File: src/rtl/sd_spi_if.sv
// sd_spi_if: host-side control signals and SD card SPI pins of sd_spi_master.
interface sd_spi_if;
   logic       ce;
   logic [1:0] div;
   logic       start;
   logic [7:0] tx_data;
   logic       cs_wr;
   logic       cs_din;
   logic [7:0] rx_data;
   logic       busy;
   logic       done;
   logic       sd_clk;
   logic       sd_mosi;
   logic       sd_miso;
   logic       sd_cs_n;
   modport master(
      input  ce, div, start, tx_data, cs_wr, cs_din, sd_miso,
      output rx_data, busy, done, sd_clk, sd_mosi, sd_cs_n
   );
   modport slave(
      output ce, div, start, tx_data, cs_wr, cs_din, sd_miso,
      input  rx_data, busy, done, sd_clk, sd_mosi, sd_cs_n
   );
endinterface

File: src/rtl/sd_spi_master.sv
// sd_spi_master: mode-0 SPI byte master for SD cards, runtime SCLK half-period of (div+1) ce ticks.
module sd_spi_master (
   input logic       clk,
   input logic       reset_n,
   sd_spi_if.master  b
);
   localparam logic [1:0] IDLE = 2'd0, LOW = 2'd1, HIGH = 2'd2;
   logic [1:0] state;
   logic [6:0] tx_sh;
   logic [7:0] rx_sh;
   logic [7:0] rx_q;
   logic [1:0] div_q;
   logic [1:0] hcnt;
   logic [2:0] bcnt;
   logic       busy_q, done_q, clk_q, mosi_q, cs_q;
   logic       phase_end;
   assign phase_end = b.ce && (hcnt == div_q);
   assign b.rx_data = rx_q;
   assign b.busy    = busy_q;
   assign b.done    = done_q;
   assign b.sd_clk  = clk_q;
   assign b.sd_mosi = mosi_q;
   assign b.sd_cs_n = cs_q;
   always_ff @(posedge clk or negedge reset_n) begin
      if (!reset_n) begin
         state  <= IDLE;
         tx_sh  <= '0;
         rx_sh  <= '0;
         rx_q   <= 8'hFF;
         div_q  <= '0;
         hcnt   <= '0;
         bcnt   <= '0;
         busy_q <= 1'b0;
         done_q <= 1'b0;
         clk_q  <= 1'b0;
         mosi_q <= 1'b1;
         cs_q   <= 1'b1;
      end else begin
         done_q <= 1'b0;
         if (b.cs_wr) cs_q <= b.cs_din;
         case (state)
            IDLE: if (b.start) begin
               tx_sh  <= b.tx_data[6:0];
               mosi_q <= b.tx_data[7];
               div_q  <= b.div;
               hcnt   <= '0;
               bcnt   <= '0;
               busy_q <= 1'b1;
               state  <= LOW;
            end
            LOW: if (phase_end) begin
               hcnt  <= '0;
               clk_q <= 1'b1;
               rx_sh <= {rx_sh[6:0], b.sd_miso};
               state <= HIGH;
            end else if (b.ce) hcnt <= hcnt + 2'd1;
            HIGH: if (phase_end) begin
               hcnt  <= '0;
               clk_q <= 1'b0;
               if (bcnt == 3'd7) begin
                  rx_q   <= rx_sh;
                  done_q <= 1'b1;
                  busy_q <= 1'b0;
                  mosi_q <= 1'b1;
                  state  <= IDLE;
               end else begin
                  mosi_q <= tx_sh[6];
                  tx_sh  <= {tx_sh[5:0], 1'b0};
                  bcnt   <= bcnt + 3'd1;
                  state  <= LOW;
               end
            end else if (b.ce) hcnt <= hcnt + 2'd1;
            default: state <= IDLE;
         endcase
      end
   end
endmodule

File: src/flat_wrapper.sv
// flat-port wrapper written by rule: the top's interface ports become plain ports
module sd_spi_master_flat 
  (clk, reset_n, b_ce, b_div, b_start, b_tx_data, b_cs_wr, b_cs_din, b_sd_miso, b_rx_data, b_busy, b_done, b_sd_clk, b_sd_mosi, b_sd_cs_n);
  sd_spi_if b_i ();
  input logic clk;
  input logic reset_n;
  input wire logic [$bits(b_i.ce)-1:0] b_ce;
  input wire logic [$bits(b_i.div)-1:0] b_div;
  input wire logic [$bits(b_i.start)-1:0] b_start;
  input wire logic [$bits(b_i.tx_data)-1:0] b_tx_data;
  input wire logic [$bits(b_i.cs_wr)-1:0] b_cs_wr;
  input wire logic [$bits(b_i.cs_din)-1:0] b_cs_din;
  input wire logic [$bits(b_i.sd_miso)-1:0] b_sd_miso;
  output wire logic [$bits(b_i.rx_data)-1:0] b_rx_data;
  output wire logic [$bits(b_i.busy)-1:0] b_busy;
  output wire logic [$bits(b_i.done)-1:0] b_done;
  output wire logic [$bits(b_i.sd_clk)-1:0] b_sd_clk;
  output wire logic [$bits(b_i.sd_mosi)-1:0] b_sd_mosi;
  output wire logic [$bits(b_i.sd_cs_n)-1:0] b_sd_cs_n;
  assign b_i.ce = b_ce;
  assign b_i.div = b_div;
  assign b_i.start = b_start;
  assign b_i.tx_data = b_tx_data;
  assign b_i.cs_wr = b_cs_wr;
  assign b_i.cs_din = b_cs_din;
  assign b_i.sd_miso = b_sd_miso;
  assign b_rx_data = b_i.rx_data;
  assign b_busy = b_i.busy;
  assign b_done = b_i.done;
  assign b_sd_clk = b_i.sd_clk;
  assign b_sd_mosi = b_i.sd_mosi;
  assign b_sd_cs_n = b_i.sd_cs_n;
  sd_spi_master u_core (.clk(clk), .reset_n(reset_n), .b(b_i));
endmodule
File: config.mk
export PLATFORM = sky130hd
export DESIGN_NAME = sd_spi_master_flat
export DESIGN_NICKNAME = d
export VERILOG_FILES = /design/src/rtl/sd_spi_if.sv /design/src/rtl/sd_spi_master.sv /design/src/flat_wrapper.sv
export SDC_FILE = /design/constraint.sdc
export NUM_CORES = 1
export LEC_CHECK = 0
export CAP_MARGIN = 10
export CORE_ASPECT_RATIO = 0.9
export CORE_MARGIN = 2
export CORE_UTILIZATION = 40
export CTS_CLUSTER_DIAMETER = 80
export DETAILED_ROUTE_END_ITERATION = 7
export HOLD_SLACK_MARGIN = 0.15
export PLACE_DENSITY = 0.66
export SETUP_SLACK_MARGIN = 0.4
export SLEW_MARGIN = 20
export SYNTH_ARGS = -nofsm -noshare
export SYNTH_HDL_FRONTEND = slang
export SYNTH_SLANG_ARGS = --single-unit
File: constraint.sdc
create_clock -name clk -period 2 [get_ports clk]
set_clock_uncertainty 0.1 [all_clocks]
set_input_delay 0.4 -clock clk [delete_from_list [all_inputs] [get_ports clk]]
set_output_delay 0.4 -clock clk [all_outputs]
set_load 0.02 [all_outputs]
==> run summary, run 1 <==
* 2240 um — DP HPWL
* 0 — Antenna Cells
* 224 — placed instance count
* 535 MHz — max frequency
* 40.9% — layout overhead on the synthesized area
* 1.09 nW — leakage power total
* 22 — cell row count
* 160 — Syn Nets
* 0 — max cap viols
* 453 ps — measured slew at the worst slew-check pin
* 29 — number of distinct standard cells referenced by the synthesized netlist
* yes — CTS tree
* 80 ps — Worst-path clk slew
* 0 — number of antenna violations at the first check in global routing
* 53.8% — sequential element share of the synthesized area
* 2 — CTS Buffer Depth
* 137 — post-synthesis cell count
* 4.99 — Vias/cell
* 59.5% — final standard cell utilization of the core
* 420 ps — CP max stage delay
* 1264 — vias in the first global route
* 42.2% — Starting Density
* 1740 um^2 — Mapped Area
* 5630 um — wire length of the first global-routing pass
* 73.6 um — die extent in x
* 2200 um^2 — placement-stage cell area
* 12.7 um^2 — mean instance size in the synthesized netlist
* flip-flop — Critical Path End Type
* 66.6 um — height of the chip
* 0 — DRC viols
* 0 — total gr overflow
* 3230 um — Post-Route WL
* 0.000678 V — maximum ir drop on the vdd rail
* 29 — Buffers on Ports
* dfrtp_1 — most common cell after layout, fill and taps aside
* 69.8% — Relative slew margins
* 0.861 — final estimated routing congestion in global placement
* 93.5% — period utilization
* dfrtp_1 (27), mux2_2 (26), buf_4 (16), clkdlybuf4s50_1 (15) — commonest non-fill, non-tap cells in the layout
* 49.5% — fraction of final layout cells sized beyond drive strength 1
* 5 — total clock buffers created by CTS
* or3b_4 — CP max stage cell
* 1 — buffers plus inverters on the worst setup path
* 2460 um^2 — final non-filler cell area
* 0 — antenna-violating nets left
* 2080 ps — CP required
* 37 — number of synthesized register bits
* flip-flop to flip-flop — HP Class
* 71 — drt initial violations
* 0 — Pins Over Slew Limit
* dfrtp_1 (39%), mux2_2 (21%), dfstp_2 (15%) — synth top area cells
* 0 — hold violation total from the final report
* dfrtp_1 — cell type with the largest total area after synthesis
* 212 — net total in the final layout
* 0 — Warnings, synthesis
* 1187 — count of vias placed by the detailed router
* 1270 nW/um^2 — Power per Cell Area
* 238 — number of standard cells in the layout, taps in and fillers out
* clkbuf_8 — buffer type at the clock tree root
* 0 — endpoints failing setup
* 4900 um^2 — total die area
* 290 ps — clock latency reported for the late side of the worst-skew pair
* flip-flop — crit start category
* xor2_1 > or3b_4 > o22ai_4 > buf_12 > mux2_4 — cells traversed along the worst timing path
* 30 — ports placed on the boundary
* 15.2% — total routing resource utilization after global routing
* 8 — maximum net fanout on the critical path
* 38 — largest net degree at the start of global routing
* 2 — H-Tree Depth
* yes — unrepaired setup endpoints after global routing
* 4130 um^2 — total core area
* 1870 ps — final critical path time including I/O delays and setup
* 1950 ps — arrival time of data at the critical path endpoint
* finished clean — outcome
* 3 — total iterations of the first detailed-routing run
* 37 — CTS sink cnt
* 13.6 um — average routed wire per standard cell
* flip-flop to flip-flop — crit path kind
* simple AND/OR/NAND/NOR gates — Top Family by Delay on Critical Path
* 38.8% — area share of the largest cell type after synthesis
[path summary, 6_finish.rpt]
check	start	end	slack [ps]	cells after the start
max	u_core.hcnt[1]$_DFFE_PN0P_	u_core.tx_sh[3]$_DFFE_PN0P_	130	5
min	u_core.b.sd_clk$_DFFE_PN0P_	u_core.b.sd_clk$_DFFE_PN0P_	410	1
max reg2reg	u_core.hcnt[1]$_DFFE_PN0P_	u_core.tx_sh[3]$_DFFE_PN0P_	130	5
min reg2reg	u_core.b.sd_clk$_DFFE_PN0P_	u_core.b.sd_clk$_DFFE_PN0P_	410	1
max in group asynchronous	reset_n	u_core.b.sd_mosi$_DFFE_PN1P_	870	3
min in group asynchronous	reset_n	u_core.tx_sh[2]$_DFFE_PN0P_	570	3
[repair_timing]
action / in CTS / in global routing
gates resized for setup: 52 / 3
setup endpoints to repair: 47 / 37
setup buffers: 4 / 1
pin swaps: 6 / 2
hold buffers: 1 / 0
endpoints found under the hold margin: 27 / 0
[through the flow]
| stage | hold slack (ps) | setup WS [ps] | total power [mW] | TNS (ps) |
|---|---|---|---|---|
| floorplan | 4.41 | 77.9 | 1.90 | 0 |
| global placement | 364 | -176 | 2.18 | -1540 |
| detailed placement | 368 | -203 | 2.23 | -1910 |
| CTS | 404 | 112 | 3.11 | 0 |
| global route | 411 | 84.6 | 3.32 | 0 |
| finish | 408 | 131 | 3.11 | 0 |
[state kept, by name, indices dropped and copies added, names as in the netlist]
signal and cells:
u_core.b.rx_data 8, u_core.rx_sh 8, u_core.tx_sh 7, u_core.bcnt 3, u_core.div_q 2, u_core.hcnt 2
u_core.state 2, u_core.b.busy 1, u_core.b.done 1, u_core.b.sd_clk 1, u_core.b.sd_cs_n 1, u_core.b.sd_mosi 1
[worst register-to-register path, cell delays in order, from the launching register on]
cell,delay [ps]
dfrtp_1,400
xor2_1,200
or3b_4,430
o22ai_4,180
buf_12,160
mux2_4,300
[cell usage after synthesis]
cell type / number
nor4b_1: 1
o21ai_0: 3
nor3_1: 2
nor3b_2: 1
a22o_1: 1
clkbuf_1: 2
dfstp_2: 10
or3b_1: 1
mux2_2: 33
a32o_1: 1
o21bai_1: 1
buf_2: 2
xor2_1: 2
ha_1: 6
dfrtp_1: 27
nand2_1: 12
nor2b_1: 2
inv_1: 10
o22ai_1: 3
nand4_1: 1
a31oi_1: 2
a21oi_1: 2
o22ai_4: 1
nand3_1: 2
nor2_1: 2
nand2b_1: 1
a21o_1: 1
a211oi_1: 1
mux2i_1: 4
[area by class of cell]
type                       count  area (um^2)
fill                         334         1670
sequential                    37          938
multi-input combinational     86          846
timing repair buffer          49          463
clock buffer                   6         72.6
tap                           48         60.1
clock inverter                 2         38.8
inverter                      10         37.5
[report_power, final]
part	internal [mW]	switching (mW)	total (mW)
combinational	0.749	0.604	1.35
clock	0.374	0.259	0.633
sequential	0.975	0.150	1.12
total	2.10	1.01	3.11
[kinds of logic after synthesis]
logic type      Yosys count  share of synthesized area [%]
xor+xnor                  2                           1.01
buf+inv                  14                           3.16
mux                      37                           23.6
simple gates             25                           7.32
compound gates           16                           6.75
flops                    37                           53.8
fa+ha+maj                 6                           4.31
[metal layers]
layer | GRT usage, % | part of all wire [%]
met1 | 19.5 | 48
met2 | 24.4 | 46
met3 | 4.08 | 4.3
met4 | 5.45 | 1.6
met5 | 0 | 0
No activity file was read; power rests on OpenSTA's default activity.
==> run 2: changes to the inputs <==
--- a/config.mk
+++ b/config.mk
@@ -11,6 +11,7 @@
 export CORE_UTILIZATION = 40
 export CTS_CLUSTER_DIAMETER = 80
 export DETAILED_ROUTE_END_ITERATION = 7
+export GPL_TIMING_DRIVEN = 0
 export HOLD_SLACK_MARGIN = 0.15
 export PLACE_DENSITY = 0.66
 export SETUP_SLACK_MARGIN = 0.4
==> run summary, run 2 (synthesis results as in run 1) <==
* 327 ps — measured slew at the worst slew-check pin, -125 ps
* u_core.bcnt[0]$_DFFE_PN0P_ — startpoint of the worst-slack reg-to-reg timing path
* yes — unrepaired setup endpoints after global routing
* -37.0 ps — final worst setup slack, -168 ps
* clkbuf_8 — buffer type at the clock tree root
* 0 — antenna-violating nets left, unchanged
* 37 — CTS sink cnt, unchanged
* flip-flop to flip-flop — HP Class
* 5.31 — Vias/cell, +6.5%
* 0.000586 V — maximum ir drop on the vdd rail, -13%
* 0 — DRC viols, unchanged
* ha_1 > ha_1 > nor2b_2 > nand2_2 > o22ai_4 > buf_12 > mux2_4 — cells traversed along the worst timing path
* 8 — maximum net fanout on the critical path, unchanged
* 5 — total clock buffers created by CTS, unchanged
* 410 ps — CP max stage delay, about the same
* dfrtp_1 — most common cell after layout, fill and taps aside
* negative setup slack — failing checks
* 290 ps — clock latency reported for the late side of the worst-skew pair, about the same
* ha_1 — most used cell, CP
* 2040 ps — final critical path time including I/O delays and setup, +168 ps
* 0 — number of antenna violations at the first check in global routing, unchanged
* 1.26 nW — leakage power total, +15%
* 2330 um — DP HPWL, +4.2%
* 70 ps — Worst-path clk slew, about the same
* flip-flop to flip-flop — crit path kind
* u_core.bcnt[0]$_DFFE_PN0P_ — start point of the critical path
* 0.836 — final estimated routing congestion in global placement, -2.9%
* 58.1% — fraction of final layout cells sized beyond drive strength 1, +8.7 points
* -270 ps — setup TNS after final layout, -270 ps
* 0 — Pins Over Slew Limit, unchanged
* 0 — max cap viols, unchanged
* 1 — Hold Path Stages, unchanged
* 42.2% — Starting Density, unchanged
* 0 — total gr overflow, unchanged
* dfrtp_2 — CP max stage cell
* 30 — ports placed on the boundary, unchanged
* 0 — hold violation total from the final report, unchanged
* 1340 nW/um^2 — Power per Cell Area, +5.6%
* 29 — Buffers on Ports, unchanged
* 491 MHz — max frequency, -8.2%
* u_core.b.sd_clk$_DFFE_PN0P_ — beginning of the worst hold path
* 77.5% — Relative slew margins, +7.7 points
* 398 ps — hold slack final, -9.73 ps
* 6360 um — wire length of the first global-routing pass, +13%
* 4550 um — Post-Route WL, +41%
* 2070 ps — CP required, about the same
* 57.1% — layout overhead on the synthesized area
* 4 — total iterations of the first detailed-routing run, +1
* 26 — largest net degree at the start of global routing, -32%
* 1333 — count of vias placed by the detailed router, +12%
* 102% — period utilization, +8.4 points
* 66.6 um — height of the chip, unchanged
* 2 — H-Tree Depth, unchanged
* 4900 um^2 — total die area, unchanged
* dfrtp_1 (26), mux2_4 (23), buf_4 (16), clkdlybuf4s50_1 (14) — commonest non-fill, non-tap cells in the layout
* 2110 ps — arrival time of data at the critical path endpoint, +160 ps
* yes — CTS tree
* 1320 — vias in the first global route, +4.4%
* 0 — Antenna Cells, unchanged
* flip-flop — crit start category
* flip-flop — Critical Path End Type
* 7 — R2R cell count, +2
* finished, violations left — outcome
* 9 — endpoints failing setup, +9
* 4130 um^2 — total core area, unchanged
* 73.6 um — die extent in x, unchanged
* 225 — net total in the final layout, +6.1%
* 2 — CTS Buffer Depth, unchanged
* 17.6% — total routing resource utilization after global routing, +2.4 points
* 22 — cell row count, unchanged
* 68 — drt initial violations, -4.2%
* 18.1 um — average routed wire per standard cell, +33%
run 2: power by group:
part	total (mW)	switching (mW)	leakage [nW]	internal, mW
registers	1.15	0.170	0.440	0.976
clock network	0.503	0.262	0.0450	0.241
logic	2.01	0.874	0.772	1.14
total	3.66	1.31	1.26	2.36
run 2: critical path, delay by kind of cell, from the launching register on:
family | cells | cell delay [ps]
DFF | 1 | 410
muxes | 1 | 300
buffers and inverters | 1 | 160
and+or+nand+nor | 2 | 280
AOI/OAI and AO/OA | 1 | 200
adders and majority gates | 2 | 470
run 2: worst paths after layout:
kind,end,slack [ps]
worst max-delay path,u_core.tx_sh[0]$_DFFE_PN0P_,-40
worst max register to register,u_core.tx_sh[0]$_DFFE_PN0P_,-40
worst min-delay path,u_core.b.sd_clk$_DFFE_PN0P_,400
min in group asynchronous,u_core.bcnt[0]$_DFFE_PN0P_,460
worst min register to register,u_core.b.sd_clk$_DFFE_PN0P_,400
max in group asynchronous,u_core.b.rx_data[6]$_DFFE_PN1P_,820
run 2: stage by stage:
| step | utilization [%] | cells | total power, mW | setup WS, ps | area, um^2 |
|---|---|---|---|---|---|
| after global routing | 66.3 | 251 | 3.84 | -90.8 | 2740 |
| after global placement | 51.1 | 214 | 2.12 | -372 | 2110 |
| final | 66.3 | 251 | 3.66 | -37.0 | 2740 |
| after floorplan | - | 137 | 1.90 | 77.9 | 1760 |
| after detailed placement | 51.6 | 215 | 2.18 | -408 | 2130 |
| after CTS | 60.5 | 238 | 3.14 | 8.20 | 2500 |
run 2: final cells by class:
class                      instances  area, um^2
buffer                             4        55.1
clock buffer                       6        72.6
clock inverter                     2        10.0
fill                             291        1390
inverter                          10        50.0
multi-input combinational         86         956
sequential                        37         940
tap                               48        60.1
timing repair buffer              58         596
run 2: metal layers:
layer,GRT usage (%),up-vias,share of wire [%]
met3,3.78,8,4.0
li1,-,611,-
met2,29.9,43,52
met4,7.50,0,2.0
met5,0,-,0
met1,21.4,671,41
run 2: timing repair:
item / in CTS / in global routing
setup endpoints to repair: 45 / 39
hold buffers: 1 / 0
pin swaps: 8 / 9
buffers inserted: 13 / 13
cloned: 1 / 0
gates resized for setup: 65 / 43
hold endpoints to repair: 10 / 0
==> run 3: changes to the inputs <==
--- a/config.mk
+++ b/config.mk
@@ -8,14 +8,14 @@
 export CAP_MARGIN = 10
 export CORE_ASPECT_RATIO = 0.9
 export CORE_MARGIN = 2
-export CORE_UTILIZATION = 40
+export CORE_UTILIZATION = 47
 export CTS_CLUSTER_DIAMETER = 80
 export DETAILED_ROUTE_END_ITERATION = 7
 export GPL_TIMING_DRIVEN = 0
 export HOLD_SLACK_MARGIN = 0.15
-export PLACE_DENSITY = 0.66
+export PLACE_DENSITY = 0.75
 export SETUP_SLACK_MARGIN = 0.4
-export SLEW_MARGIN = 20
+export SLEW_MARGIN = 40
 export SYNTH_ARGS = -nofsm -noshare
 export SYNTH_HDL_FRONTEND = slang
 export SYNTH_SLANG_ARGS = --single-unit
==> run summary, run 3 (synthesis results as in run 1) <==
* finished, violations left — outcome
* negative setup slack — failing checks
* 20.2% — total routing resource utilization after global routing, +2.7 points
* 29 — Buffers on Ports, unchanged
* 239 — number of standard cells in the layout, taps in and fillers out, -4.8%
* 5 — total clock buffers created by CTS, unchanged
* yes — unrepaired setup endpoints after global routing
* 0 — DRC viols, unchanged
* flip-flop to flip-flop — crit path kind
* 16.5 um — average routed wire per standard cell, -8.7%
* 2 — CTS Buffer Depth, unchanged
* 0 — max cap viols, unchanged
* flip-flop to flip-flop — HP Class
* 102% — period utilization, -0.18 points
* 3450 um^2 — total core area, -16%
* 68.2 um — die extent in x, -7.3%
* 20 — cell row count, -9.1%
* 48.0% — layout overhead on the synthesized area
* 4210 um^2 — total die area, -14%
* 76.5% — Relative slew margins, -1.0 points
* 30 — ports placed on the boundary, unchanged
* 3950 um — Post-Route WL, -13%
* 1264 — count of vias placed by the detailed router, -5.2%
* 61.8 um — height of the chip, -7.3%
* 352 ps — measured slew at the worst slew-check pin, +24.7 ps
* 1.19 nW — leakage power total, -5.5%
* 0 — Antenna Cells, unchanged
* 221 — layout filler cell count, -24%
* 1400 nW/um^2 — Power per Cell Area, +4.3%
* yes — CTS tree
* 2030 ps — final critical path time including I/O delays and setup, -3.68 ps
* 4 — total iterations of the first detailed-routing run, unchanged
* dfrtp_1 — CP max stage cell
* 492 MHz — max frequency, +0.18%
* 2130 um^2 — placement-stage cell area, -0.23%
* 65 — drt initial violations, -4.4%
* ha_1 — most used cell, CP
* 2 — H-Tree Depth, unchanged
* 2100 ps — arrival time of data at the critical path endpoint, about the same
* 0 — total gr overflow, unchanged
* dfrtp_1 (27), mux2_2 (19), mux2_4 (14), clkdlybuf4s50_1 (14), buf_4 (13) — commonest non-fill, non-tap cells in the layout
* dfrtp_1 — most common cell after layout, fill and taps aside
* 2580 um^2 — final non-filler cell area, -5.8%
* 2070 ps — CP required, about the same
* 6 — endpoints failing setup, -3
* 74.7% — final standard cell utilization of the core, +8.3 points
* 0 — Pins Over Slew Limit, unchanged
* 70 ps — Worst-path clk slew, about the same
* ha_1 > ha_1 > nor2b_2 > nand2_2 > o22ai_4 > buf_12 > mux2_4 — cells traversed along the worst timing path
* 5920 um — wire length of the first global-routing pass, -6.9%
* 51.8% — fraction of final layout cells sized beyond drive strength 1, -6.3 points
* 26 — largest net degree at the start of global routing, unchanged
* 0 — hold violation total from the final report, unchanged
* 0 — number of antenna violations at the first check in global routing, unchanged
* -33.3 ps — final worst setup slack, +3.68 ps
* 400 ps — CP max stage delay, about the same
* 1288 — vias in the first global route, -2.4%
* 2230 um — DP HPWL, -4.4%
* 211 — placed instance count, -1.9%
* 5.29 — Vias/cell, -0.42%
* 0.000689 V — maximum ir drop on the vdd rail, +17%
* 7 — maximum net fanout on the critical path, -1
* 37 — CTS sink cnt, unchanged
* 50.5% — Starting Density, +8.3 points
* flip-flop — crit start category
* clkbuf_8 — buffer type at the clock tree root
* 0.829 — final estimated routing congestion in global placement, -0.84%
* 0 — antenna-violating nets left, unchanged
* 217 — net total in the final layout, -3.6%
* flip-flop — Critical Path End Type
* 300 ps — clock latency reported for the late side of the worst-skew pair, about the same
-- run 3: changes by cell type in the layout (fill, tap and decap cells not counted), sizes merged --
cell	delta
clkdlybuf4s15	-4
bufinv	+1
buf	-4
clkinv	-2
clkbuf	-1
inv	+1
clkinvlp	+1
-- run 3: final timing paths --
kind / from / to / slack (ps) / cells after the start
worst max-delay path: u_core.bcnt[0]$_DFFE_PN0P_ / u_core.tx_sh[3]$_DFFE_PN0P_ / -30 / 7
worst min-delay path: u_core.tx_sh[5]$_DFFE_PN0P_ / u_core.tx_sh[5]$_DFFE_PN0P_ / 410 / 1
worst max register to register: u_core.bcnt[0]$_DFFE_PN0P_ / u_core.tx_sh[3]$_DFFE_PN0P_ / -30 / 7
worst min register to register: u_core.tx_sh[5]$_DFFE_PN0P_ / u_core.tx_sh[5]$_DFFE_PN0P_ / 410 / 1
max in group asynchronous: reset_n / u_core.b.rx_data[6]$_DFFE_PN1P_ / 880 / 3
min in group asynchronous: reset_n / u_core.rx_sh[2]$_DFFE_PN0P_ / 430 / 2
-- run 3: timing repair --
action,4_1_cts,5_1_grt
endpoints found under the setup margin,45,41
buffers inserted,10,8
resized for setup,61,31
hold buffers,1,0
pin swaps,4,6
hold endpoints to repair,6,0
cloned,1,0
-- run 3: per-layer routing --
| metal | vias up | share of wire (%) | track usage (%) |
|---|---|---|---|
| li1 | 589 | - | - |
| met1 | 636 | 41 | 22.6 |
| met2 | 28 | 53 | 35.0 |
| met3 | 11 | 3.4 | 5.23 |
| met4 | 0 | 2.5 | 12.6 |
| met5 | - | 0 | 0 |
-- run 3: report_power, final --
group          switching, mW  internal (mW)
combinational          0.793           1.02
clock                  0.284          0.373
sequential             0.156          0.976
-- run 3: through the flow --
step / hold slack (ps) / power, mW / worst slack (ps) / TNS, ps
floorplan: 4.41 / 1.90 / 77.9 / 0
global placement: 381 / 2.12 / -371 / -15070
detailed placement: 210 / 2.17 / -394 / -6090
CTS: 406 / 3.19 / 2.40 / 0
global route: 428 / 3.78 / -111 / -709
finish: 412 / 3.60 / -33.3 / -111
-- run 3: critical path: cells and delay by family (launching register included) --
family,cells,cell delay (ps)
buf+inv,1,160
flops,1,400
mux,1,310
compound gates,1,210
simple gates,2,290
fa+ha+maj,2,450
-- run 3: cell type report --
class	count	area, um^2	area share, %
clock inverters	3	46.3	1.80
flip-flops and latches	37	938	36.4
plain buffers	4	55.1	2.13
well taps	44	55.1	2.13
inverters	10	45.0	1.75
multi-input cells	86	896	34.7
clock buffers	5	68.8	2.67
repair buffers	50	474	18.4
